--- src/rtl/clock_audio_pkg.sv ---
// clock_audio_pkg: note half-periods, source encodings and sequence lengths shared by the audio blocks
package clock_audio_pkg;
  typedef enum logic [1:0] {
    SRC_NONE  = 2'd0,
    SRC_KEY   = 2'd1,
    SRC_CHIME = 2'd2,
    SRC_ALARM = 2'd3
  } src_e;
  localparam int L_1 = 127552;
  localparam int L_2 = 113636;
  localparam int L_3 = 101236;
  localparam int L_4 = 95548;
  localparam int L_5 = 85136;
  localparam int L_6 = 75838;
  localparam int L_7 = 67567;
  localparam int M_1 = 63776;
  localparam int M_2 = 56818;
  localparam int M_3 = 50607;
  localparam int M_4 = 47778;
  localparam int M_5 = 42553;
  localparam int M_6 = 37936;
  localparam int M_7 = 33783;
  localparam int CHIME_LEN = 4;
  localparam int ALARM_LEN = 14;
endpackage

--- src/rtl/beep_scheduler_tone_gen.sv ---
// tone_gen: square-wave buzzer drive toggling every half_period+1 cycles, phase-aligned to each new note
module tone_gen #(
  parameter int HP_W = 18
) (
  input  logic            clk,
  input  logic            rst,
  input  logic [HP_W-1:0] half_period,
  output logic            beep
);
  logic [HP_W-1:0] cnt_q, cnt_d, hp_q, cnt_eff;
  logic beep_q, beep_d, same, beep_eff;
  // a note change is treated as count 0 / beep low in the same cycle so every note starts aligned
  always_comb begin
    same     = half_period == hp_q;
    cnt_eff  = same ? cnt_q : '0;
    beep_eff = same && half_period != '0 && beep_q;
    cnt_d    = (half_period == '0 || cnt_eff == half_period) ? '0 : cnt_eff + 1'b1;
    beep_d   = half_period == '0 ? 1'b0 : (cnt_eff == half_period ? ~beep_eff : beep_eff);
  end
  // counter, output phase and last-seen half-period registers
  always_ff @(posedge clk or posedge rst) begin
    if (rst) begin
      cnt_q  <= '0;
      hp_q   <= '0;
      beep_q <= 1'b0;
    end else begin
      cnt_q  <= cnt_d;
      hp_q   <= half_period;
      beep_q <= beep_d;
    end
  end
  assign beep = beep_eff;
endmodule

--- src/rtl/beep_scheduler.sv ---
// beep_scheduler: fixed-priority arbiter and note sequencer sharing one buzzer between key, chime and alarm
module beep_scheduler
  import clock_audio_pkg::*;
#(
  parameter int NOTE_TICKS    = 50000000,
  parameter int CLICK_TICKS   = 5000000,
  parameter int ALARM_REPEATS = 3,
  parameter int HP_W          = 18
) (
  input  logic            clk,
  input  logic            rst,
  input  logic            key_req,
  input  logic            chime_req,
  input  logic            alarm_req,
  input  logic            alarm_stop,
  output logic            busy,
  output logic [1:0]      active_src,
  output logic [HP_W-1:0] half_period,
  output logic            beep,
  output logic            sd
);
  localparam logic [25:0] NOTE_LAST  = 26'(NOTE_TICKS - 1);
  localparam logic [25:0] CLICK_LAST = 26'(CLICK_TICKS - 1);
  localparam logic [3:0]  REP_LAST   = 4'(ALARM_REPEATS - 1);
  localparam logic [3:0]  CHIME_LAST = 4'(CHIME_LEN - 1);
  localparam logic [3:0]  ALARM_LAST = 4'(ALARM_LEN - 1);

  function automatic logic [HP_W-1:0] chime_note(input logic [3:0] i);
    logic [HP_W-1:0] n;
    case (i)
      4'd0:    n = HP_W'(M_5);
      4'd1:    n = HP_W'(M_3);
      4'd2:    n = HP_W'(M_1);
      default: n = HP_W'(L_5);
    endcase
    return n;
  endfunction

  function automatic logic [HP_W-1:0] alarm_note(input logic [3:0] i);
    logic [HP_W-1:0] n;
    case (i)
      4'd0:    n = HP_W'(L_1);
      4'd1:    n = HP_W'(L_2);
      4'd2:    n = HP_W'(L_3);
      4'd3:    n = HP_W'(L_4);
      4'd4:    n = HP_W'(L_5);
      4'd5:    n = HP_W'(L_6);
      4'd6:    n = HP_W'(L_7);
      4'd7:    n = HP_W'(M_1);
      4'd8:    n = HP_W'(M_2);
      4'd9:    n = HP_W'(M_3);
      4'd10:   n = HP_W'(M_4);
      4'd11:   n = HP_W'(M_5);
      4'd12:   n = HP_W'(M_6);
      default: n = HP_W'(M_7);
    endcase
    return n;
  endfunction

  src_e        state_q, state_d, eff;
  logic [25:0] timer_q, timer_d;
  logic [3:0]  idx_q, idx_d, rep_q, rep_d;
  logic        note_end;

  // sequencing of the current source, then request arbitration overriding it (alarm > chime > key)
  always_comb begin
    eff      = (state_q == SRC_ALARM && alarm_stop) ? SRC_NONE : state_q;
    note_end = timer_q == NOTE_LAST;
    state_d  = eff;
    timer_d  = '0;
    idx_d    = '0;
    rep_d    = '0;
    if (eff == SRC_KEY) begin
      state_d = timer_q == CLICK_LAST ? SRC_NONE : SRC_KEY;
      timer_d = timer_q == CLICK_LAST ? '0 : timer_q + 1'b1;
    end else if (eff == SRC_CHIME) begin
      timer_d = note_end ? '0 : timer_q + 1'b1;
      idx_d   = !note_end ? idx_q : (idx_q == CHIME_LAST ? '0 : idx_q + 1'b1);
      state_d = (note_end && idx_q == CHIME_LAST) ? SRC_NONE : SRC_CHIME;
    end else if (eff == SRC_ALARM) begin
      timer_d = note_end ? '0 : timer_q + 1'b1;
      idx_d   = !note_end ? idx_q : (idx_q == ALARM_LAST ? '0 : idx_q + 1'b1);
      rep_d   = (note_end && idx_q == ALARM_LAST) ? (rep_q == REP_LAST ? '0 : rep_q + 1'b1) : rep_q;
      state_d = (note_end && idx_q == ALARM_LAST && rep_q == REP_LAST) ? SRC_NONE : SRC_ALARM;
    end
    if ((alarm_req && state_q != SRC_ALARM) || (chime_req && eff != SRC_ALARM) ||
        (key_req && (eff == SRC_NONE || eff == SRC_KEY))) begin
      state_d = (alarm_req && state_q != SRC_ALARM) ? SRC_ALARM :
                (chime_req && eff != SRC_ALARM)     ? SRC_CHIME : SRC_KEY;
      timer_d = '0;
      idx_d   = '0;
      rep_d   = '0;
    end
  end

  // state, beat timer, note index and repeat count registers
  always_ff @(posedge clk or posedge rst) begin
    if (rst) begin
      state_q <= SRC_NONE;
      timer_q <= '0;
      idx_q   <= '0;
      rep_q   <= '0;
    end else begin
      state_q <= state_d;
      timer_q <= timer_d;
      idx_q   <= idx_d;
      rep_q   <= rep_d;
    end
  end

  // outputs follow the registered state so reset clears them without a clock
  always_comb begin
    busy        = state_q != SRC_NONE;
    sd          = busy;
    active_src  = state_q;
    half_period = state_q == SRC_KEY   ? HP_W'(M_1) :
                  state_q == SRC_CHIME ? chime_note(idx_q) :
                  state_q == SRC_ALARM ? alarm_note(idx_q) : '0;
  end

  tone_gen #(.HP_W(HP_W)) u_tone (
    .clk         (clk),
    .rst         (rst),
    .half_period (half_period),
    .beep        (beep)
  );
endmodule

--- config.mk ---
export PLATFORM = sky130hd
export DESIGN_NAME = beep_scheduler
export DESIGN_NICKNAME = d
export VERILOG_FILES = /design/src/rtl/clock_audio_pkg.sv /design/src/rtl/beep_scheduler_tone_gen.sv /design/src/rtl/beep_scheduler.sv
export SDC_FILE = /design/constraint.sdc
export NUM_CORES = 1
export LEC_CHECK = 0
export CORE_MARGIN = 2
export CORE_UTILIZATION = 30
export CTS_CLUSTER_DIAMETER = 50
export DETAILED_ROUTE_END_ITERATION = 6
export PLACE_DENSITY_LB_ADDON = 0.08
export REMOVE_ABC_BUFFERS = 1
export SETUP_SLACK_MARGIN = 0.1
export SLEW_MARGIN = 20
export SYNTH_ARGS = -nofsm -noshare
export SYNTH_HDL_FRONTEND = slang
export SYNTH_SLANG_ARGS = --single-unit
--- constraint.sdc ---
create_clock -name clk -period 9.3 [get_ports clk]
set_input_delay 1.86 -clock clk [delete_from_list [all_inputs] [get_ports clk]]
set_output_delay 1.86 -clock clk [all_outputs]
set_load 0.03 [all_outputs]
# Yosys cells after proc, flatten, opt, wreduce, memory -nomap -nowiden
# Memories as Yosys holds them, arrays and structs flattened.
# Index checks and enable logic that the tools add are counted.
[word_totals]
ff_bits = 73
in_bits = 6
word_cells = 90
rom_bits = 272
mem_count = 1
output_inout_bits = 23
[memory_table]
columns = ["memory", "depth", "width", "read_ports", "rd_ports_with_merged_regs", "write_ports", "line_no", "text"]
rows = [
  ["(name not given)", 16, 17, 1, 0, 0, "beep_scheduler.sv:41", "case (i)"],
]
[op_classes]
n_eq_ne = 20
reduce_logical = 19
n_bitwise = 1
n_mux = 38
add_sub_neg = 4
[op_table]
columns = ["operator", "count"]
rows = [
  ["two-way mux 26 bit", 6],
  ["two-way mux 18 bit", 5],
  ["two-way mux 4 bit", 14],
  ["case mux 17 bit (3 select lines)", 1],
  ["== test 18 bit", 2],
  ["adder 26 x 1 -> 26 bit, second input constant", 1],
  ["== test 26 x 23 -> 1 bit, second input constant", 1],
  ["== test 26 bit, second input constant", 1],
  ["adder 18 x 1 -> 18 bit, second input constant", 1],
  ["zero test 18 bit", 1],
  ["two-way mux 2 bit", 9],
  ["nonzero test 18 bit", 1],
  ["== test 4 x 2 -> 1 bit, second input constant", 3],
  ["logical AND 1 bit", 9],
  ["adder 4 x 1 -> 4 bit, second input constant", 2],
  ["== test 2 bit, second input constant", 4],
  ["inequality test 4 x 2 -> 1 bit, second input constant", 2],
  ["inequality test 5 x 2 -> 1 bit, second input constant", 1],
  ["== test 2 x 1 -> 1 bit, second input constant", 2],
  ["== test 4 x 1 -> 1 bit, second input constant", 1],
  ["== test 4 bit, second input constant", 1],
  ["zero test 4 bit", 1],
  ["logical OR 1 bit", 4],
  ["inequality test 2 bit, second input constant", 2],
  ["5 further kinds", 7],
]

# Logic depth before layout (Yosys ltp)
# Gate-level depths: netlist of the first run.
[depth]
depth_word = 10
mapped_depth = 22
depth_no_buf = 19

# Modules after synthesis
# Synthesis of the first run repeated with hierarchy kept, for this count alone.
[unflattened]
hier_cells = 584
area_unflattened_um2 = 5167.5
[by_module_without_submodules]
columns = ["module", "area_each_um2", "seq_area_each_um2", "cells_per_inst", "n_inst"]
rows = [
  ["beep_scheduler", 2900.3, 900.9, 351, 1],
  ["tone_gen", 2267.2, 925.9, 233, 1],
]

# Least setup slack after synthesis of the first run
# No wires, ideal clock.
[synth_timing]
path_kind = "register to output"
startpoint = "reg idx_q[1]"
endpoint = "out beep"
required_time_ns = 7.440
arrival_ns = 3.938
path_buffers = 1
path_slack_ns = 3.502
path_stages_with_launch = 11
path_cell_list = "dfrtp_1 > clkbuf_1 > inv_1 > ha_1 > a21bo_2 > o31ai_1 > xnor2_1 > o21ai_1 > or4_1 > nor2_1 > and3_1"
[synth_via]
elab_chain_len = 7
word_cells_on_any_way = 12
cone_classes = "eq/ne (3); mux (4); reduce/logical (4); memory (1)"
[synth_lines]
columns = ["element", "line_no", "text"]
rows = [
  ["from (decl)", "beep_scheduler.sv:62", "logic [3:0] idx_q, idx_d, rep_q, rep_d;"],
  ["from (signal assigned)", "beep_scheduler.sv:106", "idx_q <= idx_d;"],
  ["memory (16 x 17 bit) *", "--", ""],
  ["two-way mux 18 bit *", "beep_scheduler.sv:118", "state_q == SRC_ALARM ? alarm_note(idx_q) : '0;"],
  ["two-way mux 18 bit *", "beep_scheduler.sv:117", "state_q == SRC_CHIME ? chime_note(idx_q) :"],
  ["two-way mux 18 bit *", "beep_scheduler.sv:116", "half_period = state_q == SRC_KEY ? HP_W'(M_1) :"],
  ["net half_period[6]", "beep_scheduler.sv:18", "output logic [HP_W-1:0] half_period,"],
  ["== test 18 bit or nonzero test 18 bit (tied branches)", "beep_scheduler_tone_gen.sv:14, beep_scheduler_tone_gen.sv:16", ""],
  ["logical AND 1 bit * (2 in series)", "beep_scheduler_tone_gen.sv:16", "beep_eff = same && half_period != '0 && beep_q;"],
  ["to (decl)", "beep_scheduler.sv:19", "output logic beep,"],
]
# The timed path passes the listed nets; every way through them passes the cells marked *.

# Worst setup path in the final report of the first run
[layout_timing]
startpoint = "reg idx_q[2]"
endpoint = "out beep"
[layout_via]
elab_chain_len = 7
word_cells_on_any_way = 12
cone_classes = "eq/ne (3); mux (4); reduce/logical (4); memory (1)"
[layout_lines]
columns = ["element", "line_no"]
rows = [
  ["memory (16 x 17 bit) (tied with other cells)", "--"],
  ["two-way mux 18 bit or case mux 17 bit (3 select lines) (tied branches)", "beep_scheduler.sv:118, beep_scheduler.sv:30"],
  ["two-way mux 18 bit *", "beep_scheduler.sv:117"],
  ["two-way mux 18 bit *", "beep_scheduler.sv:116"],
  ["== test 18 bit or nonzero test 18 bit (tied branches)", "beep_scheduler_tone_gen.sv:14, beep_scheduler_tone_gen.sv:16"],
  ["logical AND 1 bit * (2 in series)", "beep_scheduler_tone_gen.sv:16"],
]
# Mark *: on every way between the ends. The rest lies on a longest branch, timed or not.

==> results.py, run 1 <==
metrics = {
    "critical_path": {
        "startpoint_type": "flop",
        "endpoint_kind": "output port",
        "crit_arrival_ns": 5.02,
        "critPathRequiredTime_ns": 7.44,
        "path_class": "reg -> out",
        "cp_max_fo": 31,
    },
    "yosys": {
        "synth_top_family_by_area": "simple AND/OR/NAND/NOR gates",
        "syn_avg_cell_area_um2": 8.78,
        "synth-edff-count": 0,
        "synth-adder-area-share_pct": 3.15,
        "synth-simple-area-share_pct": 27.6,
        "synth_cells": 543,
        "yosysWarnings": 0,
        "async_flop_share_pct": 100,
        "post_synth_mux_area_share_pct": 0.525,
        "synth_compound_area_share_pct": 15.4,
        "synth-seq-cells": 72,
        "synthFlopType": "dfrtp_1",
        "ys_types": 73,
        "synth.yosys.seq_area_share_pct": 37.8,
        "synthXorXnorAreaFrac_pct": 10.3,
        "synth_area_mm2": 0.00477,
    },
    "status": {
        "outcome": "complete, no violations",
    },
    "sta": {
        "fin_crit_ns": 6.88,
        "finalCritPeriodShare_pct": 73.9,
        "hold_violations": 0,
        "rsz0062_at_grt": "no",
        "final_max_slew_viol_count": 0,
        "tightest_slew_ns": 0.960,
        "tns_ns": 0,
        "max_freq_mhz": 145,
        "fin_skew_ns": 0.00953,
        "setup_viol": 0,
        "max_slew_margin_pct": 35.4,
    },
    "clocking": {
        "ctsHtreeMaxLevel": 3,
        "cts_setup_buffers": 0,
        "clk_latency_ns": 0.34,
        "clock_path_buffers": 2,
        "cts_root_buf": "clkbuf_16",
        "cts_tree": "done",
        "clk_pin_slew_ns": 0.06,
        "hold_buffers": 0,
        "clock_sinks": 72,
        "cts_resized": 0,
        "numCtsBuffers": 9,
    },
    "global_route": {
        "grt_pass1_vias": 3965,
        "grt_first_pass_wirelength_um": 22300,
        "gr-usage-met2_pct": 24.1,
        "grt.total_usage_pct": 17.2,
        "busiest_layer": "met1",
        "grt_max_degree": 73,
        "antenna_found_initial": 0,
        "grtUsageMet3_pct": 3.94,
        "grt_overflow": 0,
        "use_met1_pct": 25.8,
    },
    "power": {
        "ir_drop_mv": 0.141,
        "total_power_mw": 1.68,
        "p_leak_nw": 2.25,
        "powerDensity_mw_per_mm2": 305,
    },
    "placement": {
        "dp.cells": 762,
        "gp_congestion": 0.851,
        "port_buffers": 27,
        "dp_hpwl_um": 9500,
        "dpl-instance-area_mm2": 0.00519,
    },
    "detailed_routing": {
        "via_per_inst": 5.16,
        "drc": 0,
        "antenna_left": 0,
        "drtIter0Drc": 373,
        "vias": 4019,
        "wirelength_um": 13500,
        "firstDrtPassIters": 4,
        "drt-wirelength-per-cell_um": 17.3,
    },
    "floorplanning": {
        "initial_utilization_pct": 30.3,
        "die_h_um": 130,
        "fp.dieW_um": 130,
        "core_mm2": 0.0157,
        "dieArea_mm2": 0.0169,
        "io_pins": 29,
        "num_rows": 46,
    },
    "cells_and_area": {
        "fin_area_mm2": 0.00552,
        "area_delta_synth_final_pct": 15.8,
        "drive_gt1_share_pct": 6.57,
        "finalNetCount": 576,
        "fin_cells": 779,
        "antennaDiodeCount": 0,
        "fillers": 1604,
    },
    "job": {
        "maxCapViolCount": 0,
    },
    "hold_path": {
        "min_path_type": "reg -> reg",
    },
}
==> cell type report <==
cell class | count | area, um2 | area share, %
repair buffers | 31 | 320 | 5.80
flip-flops and latches | 72 | 1800 | 32.6
clock inverters | 5 | 56.3 | 1.02
multi-input cells | 414 | 2720 | 49.2
clock buffers | 11 | 243 | 4.40
inverters | 30 | 113 | 2.04
well taps | 216 | 270 | 4.90
==> through the flow <==
step	util [%]	worst slack [ns]	hold slack [ns]
after CTS	34.9	2.47	0.493
final	35.1	2.42	0.487
after global routing	35.1	2.02	0.522
after floorplan	-	3.62	0.448
after detailed placement	33.0	2.87	0.484
after global placement	33.0	2.89	0.485
==> final timing paths <==
check / start / endpoint / slack, ns / depth (start not counted)
worst min register to register: timer_q[0] / timer_q[0] / 0.49 / 1
max in group asynchronous: rst / u_tone.hp_q[12] / 6.84 / 4
worst max-delay path: idx_q[2] / beep / 2.42 / 10
min in group asynchronous: rst / timer_q[16] / 1.90 / 3
worst max register to register: idx_q[2] / u_tone.cnt_q[16] / 3.40 / 17
worst min-delay path: timer_q[0] / timer_q[0] / 0.49 / 1
==> critical path, cell delays in order (launching register included) <==
cell             delay [ns]
dfrtp_1                0.97
inv_1                  0.30
ha_1                   0.28
nand2b_1               0.14
a311oi_1               0.85
o22ai_1                0.24
nor4_2                 0.38
nand2_1                0.12
nor2_1                 0.44
and3_1                 0.26
clkdlybuf4s50_1        0.68
==> cell families after synthesis <==
family	count (synthesis)
adders and majority gates	12
other	1
buffers and inverters	57
muxes	2
DFF	72
xor gates and xnor gates	56
AOI/OAI and AO/OA	102
and+or+nand+nor	241
==> sequential cells by signal, indices dropped and copies added (netlist names) <==
name	count
u_tone.cnt_q	18
u_tone.beep_q	1
active_src	2
u_tone.hp_q	17
timer_q	26
rep_q	4
idx_q	4
==> cell usage after synthesis, drive strengths merged (15+ instances only) <==
| cell | count | area share (%) |
|---|---|---|
| nand3 | 19 | 2.0 |
| a21oi | 15 | 1.6 |
| xnor2 | 24 | 4.4 |
| and3 | 16 | 2.1 |
| nor2 | 53 | 4.2 |
| nand4 | 17 | 2.2 |
| inv | 30 | 2.4 |
| nand2 | 45 | 3.6 |
| dfrtp | 72 | 38 |
| nor3 | 17 | 1.8 |
| o21ai | 20 | 2.2 |
| xor2 | 32 | 5.9 |
==> where the power goes <==
part	switching, mW	internal (mW)
Combinational	0.582	0.320
Clock	0.137	0.215
Sequential	0.0681	0.360
Total	0.787	0.895
==> cells in the final DEF (no fill, tap or decap), drive strengths merged, types with 16 or more instances in the layout <==
| master | Yosys | final |
|---|---|---|
| and3 | 16 | 16 |
| clkdlybuf4s50 | 0 | 27 |
| dfrtp | 72 | 72 |
| inv | 30 | 30 |
| nand2 | 45 | 45 |
| nand3 | 19 | 19 |
| nand4 | 17 | 17 |
| nor2 | 53 | 53 |
| nor3 | 17 | 17 |
| o21ai | 20 | 20 |
| xnor2 | 24 | 24 |
| xor2 | 32 | 32 |
==> per-layer routing <==
metal | up-vias | routed length, um
met5 | - | 0
met4 | 0 | 220
met3 | 18 | 502
met2 | 83 | 5910
met1 | 1950 | 6860
li1 | 1968 | -
(Power assumes the default switching activity.)
==> inputs of run 2 (changes only) <==
==> constraint.sdc (replaced) <==
create_clock -name clk -period 5.59 [get_ports clk]
set_input_delay 1.118 -clock clk [delete_from_list [all_inputs] [get_ports clk]]
set_output_delay 1.118 -clock clk [all_outputs]
set_load 0.03 [all_outputs]
==> run 2 against run 1 <==
Compared with the run above: sequential power increased by 61%; die area unchanged; wire length increased by 7.3%; final area increased by 2.9%.
==> results.py, run 2 (same netlist as run 1, synthesis figures left out) <==
metrics = {
    "power": {
        "netSwitchingPower_mw": 1.35,
        "ir_drop_mv": 0.235,
        "powerDensity_mw_per_mm2": 510,
        "p_leak_nw": 2.37,
        "p_comb_share_pct": 55.5,
        "swShare_pct": 46.8,
        "total_power_mw": 2.90,
        "power.internal_mw": 1.54,
        "seq_power_share_pct": 23.7,
        "clkPwrFrac_pct": 20.8,
    },
    "clocking": {
        "clock_sinks": 72,
        "clk_latency_ns": 0.35,
        "clock_path_buffers": 2,
        "numCtsBuffers": 9,
        "clk_pin_slew_ns": 0.06,
        "cts_tree": "done",
        "ctsHtreeMaxLevel": 3,
        "cts_setup_buffers": 0,
        "hold_buffers": 0,
        "cts_root_buf": "clkbuf_16",
    },
    "critical_path": {
        "endpoint_kind": "output port",
        "r2r_slack_ns": 0.85,
        "critPathRequiredTime_ns": 4.47,
        "r2r_start": "idx_q[0]",
        "slowest_stage": "or4_1",
        "startpoint_type": "flop",
        "path_common_cell": "inv_1",
        "r2r-end": "u_tone.cnt_q[16]",
        "reg2regPathDepth": 19,
        "cp_max_fo": 14,
        "cp_top_family": "simple AND/OR/NAND/NOR gates",
        "cp-endpoint": "beep",
        "path_cells": "inv_1 > ha_1 > nor3_1 > a311o_1 > a32oi_1 > inv_1 > xnor2_1 > o2111ai_1 > or4_1 > nor2_1 > and3_1 > dlymetal6s2s_1",
        "crit_path_start": "idx_q[0]",
        "crit_arrival_ns": 3.95,
        "critPathBufInv": 3,
        "cp_num_cells": 12,
        "cpPeakStageDelay_ns": 0.54,
        "path_class": "reg -> out",
    },
    "cells_and_area": {
        "layout_commonest_cell": "dfrtp_1",
        "finalNetCount": 598,
        "area_delta_synth_final_pct": 19.2,
        "fillers": 1643,
        "reg_top3": "timer_q: 26 flops, u_tone.cnt_q: 18 flops, u_tone.hp_q: 17 flops",
        "mostFrequentLayoutCells": "71 x dfrtp_1, 53 x nor2_1, 44 x nand2_1",
        "drive_gt1_share_pct": 10.8,
        "largest_register_ffs": 26,
        "antennaDiodeCount": 0,
        "largest_register": "timer_q",
    },
    "sta": {
        "tns_ns": 0,
        "hold_violations": 0,
        "tightest_slew_ns": 0.992,
        "fin_crit_ns": 5.06,
        "max_slew_margin_pct": 33.0,
        "max_freq_mhz": 197,
        "setup_ws_ns": 0.526,
        "rsz0062_at_grt": "no",
        "setup_viol": 0,
        "finalCritPeriodShare_pct": 90.6,
        "final_max_slew_viol_count": 0,
        "hold_ws_ns": 0.490,
        "fin_skew_ns": 0.00944,
    },
    "global_route": {
        "grt_overflow": 0,
        "grt_max_degree": 49,
        "grt.total_usage_pct": 18.3,
        "grt_pass1_vias": 4236,
        "antenna_found_initial": 0,
        "grt_first_pass_wirelength_um": 23600,
    },
    "detailed_routing": {
        "drt-wirelength-per-cell_um": 18.1,
        "firstDrtPassIters": 5,
        "drtIter0Drc": 372,
        "drc": 0,
        "antenna_left": 0,
        "wirelength_um": 14500,
        "vias": 4236,
        "via_per_inst": 5.29,
    },
    "floorplanning": {
        "io_pins": 29,
        "initial_utilization_pct": 30.3,
        "core_mm2": 0.0157,
        "die_h_um": 130,
        "dieArea_mm2": 0.0169,
        "num_rows": 46,
        "fp.dieW_um": 130,
    },
    "placement": {
        "port_buffers": 27,
        "dp_hpwl_um": 10600,
        "gp_congestion": 0.867,
        "dp_slack_ns": 0.357,
    },
    "status": {
        "outcome": "complete, no violations",
    },
    "hold_path": {
        "min_path_type": "reg -> reg",
        "min_path_cells": 1,
    },
    "job": {
        "maxCapViolCount": 0,
    },
}
## run 2: worst min-delay path by stage
stage                  to  slack [ns]        from
2_1_floorplan  timer_q[0]        0.45  timer_q[0]
3_3_place_gp   timer_q[0]        0.48  timer_q[0]
3_5_place_dp   timer_q[0]        0.48  timer_q[0]
4_1_cts        timer_q[0]        0.49  timer_q[0]
5_1_grt        timer_q[0]        0.52  timer_q[0]
6_report       timer_q[0]        0.49  timer_q[0]
## run 2: layout make-up
class / instances / area [um2] / share of cell area, %
Multi-Input combinational cell: 414 / 2730 / 48.0
Sequential cell: 72 / 1800 / 31.7
Timing Repair Buffer: 53 / 468 / 8.24
Tap cell: 216 / 270 / 4.76
Clock buffer: 9 / 225 / 3.96
Inverter: 30 / 114 / 2.00
Clock inverter: 7 / 76.3 / 1.34
## run 2: timing repair
| item | CTS | global route |
|---|---|---|
| endpoints found under the setup margin | 1 | 1 |
| resized for setup | 2 | 3 |
| gates cloned | 0 | 0 |
## run 2: worst reg2reg max path, cell delays in order, from the launching register on
cell and delay [ns]:
dfrtp_2 0.50, inv_1 0.18, ha_1 0.31, nor3_1 0.07, a311o_1 0.34, a32oi_1 0.38
inv_1 0.15, xnor2_1 0.17, o2111ai_1 0.23, nor4_4 0.50, buf_4 0.26, and3_1 0.16
ha_1 0.19, nand3_1 0.13, nor2_1 0.16, and2_1 0.18, nand2_1 0.10, nor4_1 0.36
xnor2_1 0.11, nor3_1 0.17
## run 2: routing by layer
layer  wire length [um]  vias up  global-route usage (%)  part of all wire [%]
met3                547       28                    3.94                   3.8
li1                   -     2005                       -                     -
met4                312        0                    6.83                   2.2
met5                  0        -                       0                     0
met2               6530      105                    28.1                    45
met1               7080     2098                    25.2                    49
## run 2: power groups by stage
| stage | registers [mW] | logic, mW | clock network, mW |
|---|---|---|---|
| global placement | 0.696 | 1.61 | 0 |
| finish | 0.687 | 1.61 | 0.603 |
| detailed placement | 0.693 | 1.60 | 0 |
| global route | 0.696 | 1.75 | 0.644 |
| CTS | 0.684 | 1.62 | 0.623 |
| floorplan | 0.693 | 0.977 | 0 |
## run 2: through the flow
stage | util, % | instance area, um2 | cells
2_1_floorplan | - | 4630 | 516
3_3_place_gp | 34.1 | 5370 | 785
3_5_place_dp | 34.1 | 5370 | 785
4_1_cts | 36.1 | 5680 | 801
5_1_grt | 36.2 | 5680 | 801
6_report | 36.2 | 5680 | 801
